`config.mk`:
```
export PLATFORM = sky130hd
export DESIGN_NAME = s_wb_sched
export DESIGN_NICKNAME = d
export VERILOG_FILES = /design/src/rtl/s_wb_sched.sv
export SDC_FILE = /design/constraint.sdc
export NUM_CORES = 1
export LEC_CHECK = 0
export ABC_AREA = 0
export CAP_MARGIN = 10
export CORE_ASPECT_RATIO = 0.5
export CORE_MARGIN = 2
export CORE_UTILIZATION = 61
export DETAILED_ROUTE_END_ITERATION = 7
export GPL_TIMING_DRIVEN = 0
export PLACE_DENSITY = 0.83
export SYNTH_ARGS = -nofsm -noshare
export SYNTH_HDL_FRONTEND = slang
export SYNTH_SLANG_ARGS = --single-unit
```
`constraint.sdc`:
```
create_clock -name clk -period 8 [get_ports clk]
set_input_delay 1.6 -clock clk [delete_from_list [all_inputs] [get_ports clk]]
set_output_delay 1.6 -clock clk [all_outputs]
set_load 0.02 [all_outputs]
```
`src/rtl/s_wb_sched.sv`:
```
// s_wb_sched: scalar-unit writeback port reservation and S-register busy tracking.
// Define S_SCHED_WB_BYPASS_EN to treat a register being written back this cycle as free.
module s_wb_sched #(
  parameter int MAX_LAT = 14,
  parameter int NUM_S = 8
) (
  input  logic             clk,
  input  logic             rst,
  input  logic             i_issue,
  input  logic [2:0]       i_unit,
  input  logic [3:0]       i_lat,
  input  logic [2:0]       i_dest,
  input  logic             i_srcj_use,
  input  logic [2:0]       i_srcj,
  input  logic             i_srck_use,
  input  logic [2:0]       i_srck,
  output logic             o_grant,
  output logic             o_stall,
  output logic             o_err,
  output logic             o_wb_valid,
  output logic [2:0]       o_wb_dest,
  output logic [2:0]       o_wb_unit,
  output logic [NUM_S-1:0] o_s_busy,
  output logic [3:0]       o_pending
);
  localparam logic [3:0] ML = 4'(MAX_LAT);
  logic [MAX_LAT:1] cv, ld;
  logic [MAX_LAT:1][2:0] cd, cu;
  logic [NUM_S-1:0] wb_clr, busy_chk, set;
  logic lat_ok;
  always_comb begin
    lat_ok = i_lat != 4'd0 && i_lat <= ML;
    wb_clr = o_wb_valid ? NUM_S'(1) << o_wb_dest : '0;
`ifdef S_SCHED_WB_BYPASS_EN
    busy_chk = o_s_busy & ~wb_clr;
`else
    busy_chk = o_s_busy;
`endif
    o_err = !rst && i_issue && !lat_ok;
    o_grant = !rst && i_issue && lat_ok && !cv[i_lat] && !busy_chk[i_dest] &&
              !(i_srcj_use && busy_chk[i_srcj]) && !(i_srck_use && busy_chk[i_srck]);
    o_stall = i_issue && !o_grant && !o_err;
    set = o_grant ? NUM_S'(1) << i_dest : '0;
    ld = '0;
    for (int k = 1; k <= MAX_LAT; k++) ld[k] = o_grant && i_lat == 4'(k);
  end
  always_ff @(posedge clk) begin
    if (rst) begin
      cv <= '0;
      cd <= '0;
      cu <= '0;
      o_wb_valid <= 1'b0;
      o_wb_dest <= '0;
      o_wb_unit <= '0;
      o_s_busy <= '0;
      o_pending <= '0;
    end else begin
      o_wb_valid <= cv[1] | ld[1];
      o_wb_dest <= ld[1] ? i_dest : cd[1];
      o_wb_unit <= ld[1] ? i_unit : cu[1];
      for (int k = 1; k < MAX_LAT; k++) begin
        cv[k] <= cv[k+1] | ld[k+1];
        cd[k] <= ld[k+1] ? i_dest : cd[k+1];
        cu[k] <= ld[k+1] ? i_unit : cu[k+1];
      end
      cv[MAX_LAT] <= 1'b0;
      cd[MAX_LAT] <= '0;
      cu[MAX_LAT] <= '0;
      o_s_busy <= (o_s_busy & ~wb_clr) | set;
      o_pending <= o_pending + {3'b0, o_grant} - {3'b0, o_wb_valid};
    end
  end
endmodule

```
==> reports/metrics.cfg <==
[layout]
multiInputGateArea_mm2=0.00231
drive_above_1_share_pct=6.75
diodes=0
seqCellArea_mm2=0.00220
nNetsFinal=599
fill_cells=534
fin_util_pct=74.7
final_cells=674
syn_to_final_growth_pct=16.9

[yosys]
syn_area_mm2=0.00475
synth_most_common_cell=dfxtp_1
yosysTopAreaCell=dfxtp_1
async_reset_ff_share_pct=0
netlist.area_leader.share_pct=46.4
synth_edf_count=0
synth.distinct_cells=53
postSynthCellCount=525
synth-seq-area-share_pct=46.4
synthTopCellsByCount=110 x dfxtp_1, 59 x a21oi_1, 50 x nand2_1, 49 x nand3_1, 48 x o21ai_0
synthTopCellsByArea=dfxtp_1 46%, mux2i_1 8.2%, a21oi_1 6.2%
syn_area_per_cell_um2=9.05
synth_nets=551
synth_ff_type=dfxtp_1
ys_ff_latch=110
yosys_warnings=0

[detailed_routing]
drtIter0Drc=623
wl_per_cell_um=20.2
vias_per_cell=6.36
firstDrtPassIters=6
via_count=4285
route.detailed.drc=0
totalWireLength_um=13600
drtAntennaViolNets=0

[die]
start_util_pct=63.9
core_area_mm2=0.00743
rows=22
die_w_um=129
die_area_mm2=0.00855
ioPinCount=43
dieHeight_um=66.4

[place]
place_ws_ns=1.68
placedCellCount=658
hpwl_um=9590
finalWeightedCongestion=0.940
io_buffers=37

[timing]
setup_violations=0
slew_headroom_pct=43.2
hold_viol_final=0
setup_tns_ns=0
skew_ns=0.00812
fin_crit_ns=6.37
period_share_pct=79.6
finalMaxSlewViolations=0
fin_ws_ns=1.63
tightest_slew_ns=0.839
max_freq_ghz=0.157
rsz0062_at_grt=false

[setup_path]
critPathMaxStageDelay_ns=0.60
cp-start-kind=input port
crit_path_top_delay_cell=clkdlybuf4s50_1
cp_max_fo=10
r2r_setup_slack_ns=4.80
r2r_end=o_pending[1]
path_cells=clkdlybuf4s50_1, mux4_2, a22oi_1, o311a_1, buf_2, nand2_2, buf_2, inv_1, clkdlybuf4s50_1
crit_path_end_kind=output port
reg2reg_depth=10
crit-reg2reg-launch=o_s_busy[0]
worstSetupPathType=input port to output port
critPathArrivalTime_ns=4.77
cp.required_ns=6.40

[global_route]
grt_pass1_vias=3878
antenna_found_initial=0
grt_pass1_wl_um=21100
grt_max_degree=20
grt_usage_pct=33.6
overflow=0

[min_path]
min_path_type=register to register
holdPathStages=2
holdPathEnd=cd[7]
worstHoldStart=cd[10]

[clock_tree]
cts_resized=0
cts_tree=built
ctsHoldBuffers=0
h-tree-depth=3
clkTransAtPathRegs_ns=0.07
root_buffer=clkbuf_16
clock-sinks=110
cts-buffers-inserted=9
clockBufferDepth=2
post_cts_buffers=0
clk_latency_ns=0.36

[power_and_ir_drop]
leakage_nw=2.12
powerDensity_mw_per_mm2=204
power.ir.vdd_worst_v=0.000117

[outcome]
outcome=finished, final reports clean

[run]
cap_violations=0

## how the worst max path moves through the flow
stage               startpoint      end  cells past startpoint
finish               i_srcj[1]  o_grant                      9
global route         i_srcj[1]  o_grant                      9
CTS                  i_srcj[1]  o_grant                      9
detailed placement   i_srcj[1]  o_grant                      9
global placement     i_srcj[1]  o_grant                      9
floorplan            i_dest[1]  o_grant                      7
## worst max-delay path, delay by kind of cell
family                 cells  cell delay, ns
buffers and inverters      5            1.75
AO/OA/AOI/OAI              2            0.69
multiplexers               1            0.52
AND/OR/NAND/NOR            1            0.19
## kinds of logic after synthesis
family	Yosys count	synth area share [%]
simple gates	158	17.2
compound gates	142	17.7
flops	110	46.4
buf+inv	59	4.90
mux	48	11.8
fa+ha+maj	5	1.48
xor+xnor	3	0.553
## layer usage
layer / share of wire [%] / vias to the layer above / global-route usage (%)
met5: 0 / - / 0
met2: 41 / 296 / 49.1
met4: 1.3 / 0 / 6.79
met3: 14 / 27 / 11.0
met1: 44 / 1990 / 48.6
li1: - / 1972 / -
## flip-flops by register name (all words and copies together) (netlist names)
signal,flops
cd,39
o_wb_unit,3
o_pending,4
o_wb_dest,3
o_s_busy,8
cu,39
cv,13
o_wb_valid,1
## through the flow
step	hold slack (ns)	cell area, µm²	power (mW)
5_1_grt	0.463	5550	1.16
6_report	0.452	5550	1.13
4_1_cts	0.453	5550	1.13
3_3_place_gp	0.431	5240	0.668
3_5_place_dp	0.441	5240	0.670
2_1_floorplan	0.422	4750	0.631
## area by class of cell
| class | count | share of cell area [%] |
|---|---|---|
| multi-input cells | 356 | 41.7 |
| flip-flops and latches | 110 | 39.6 |
| clock buffers | 10 | 4.30 |
| inverters | 22 | 1.49 |
| plain buffers | 37 | 2.70 |
| well taps | 96 | 2.16 |
| repair buffers | 37 | 6.67 |
| clock inverters | 6 | 1.35 |
## placed cells by master, fill, tap and decap left out, types with 2 or more instances in the layout
cell             count
a21boi_1             7
a21oi_1             59
a22oi_1              2
and2_1               5
and4_1               3
and4b_1              3
buf_1                4
buf_2                6
clkbuf_1            26
clkbuf_16            9
clkdlybuf4s50_1     37
dfxtp_1            110
ha_1                 4
inv_1               21
inv_6                3
mux2_2               3
mux2i_1             39
mux4_2               6
nand2_1             50
nand2b_1             5
nand3_1             49
nand4_1              3
nand4_2              3
nor2_1              13
nor2b_1             10
nor4_1               6
nor4b_1              2
o21ai_0             48
o22ai_1              2
o311ai_0             4
o31ai_1              5
o41ai_1              2
xnor2_1              2
## power breakdown
part	total (mW)	internal, mW	switching, mW
clock network	0.473	0.257	0.216
registers	0.557	0.553	0.00381
logic	0.104	0.0360	0.0682
No activity file was read; power rests on OpenSTA's default activity.
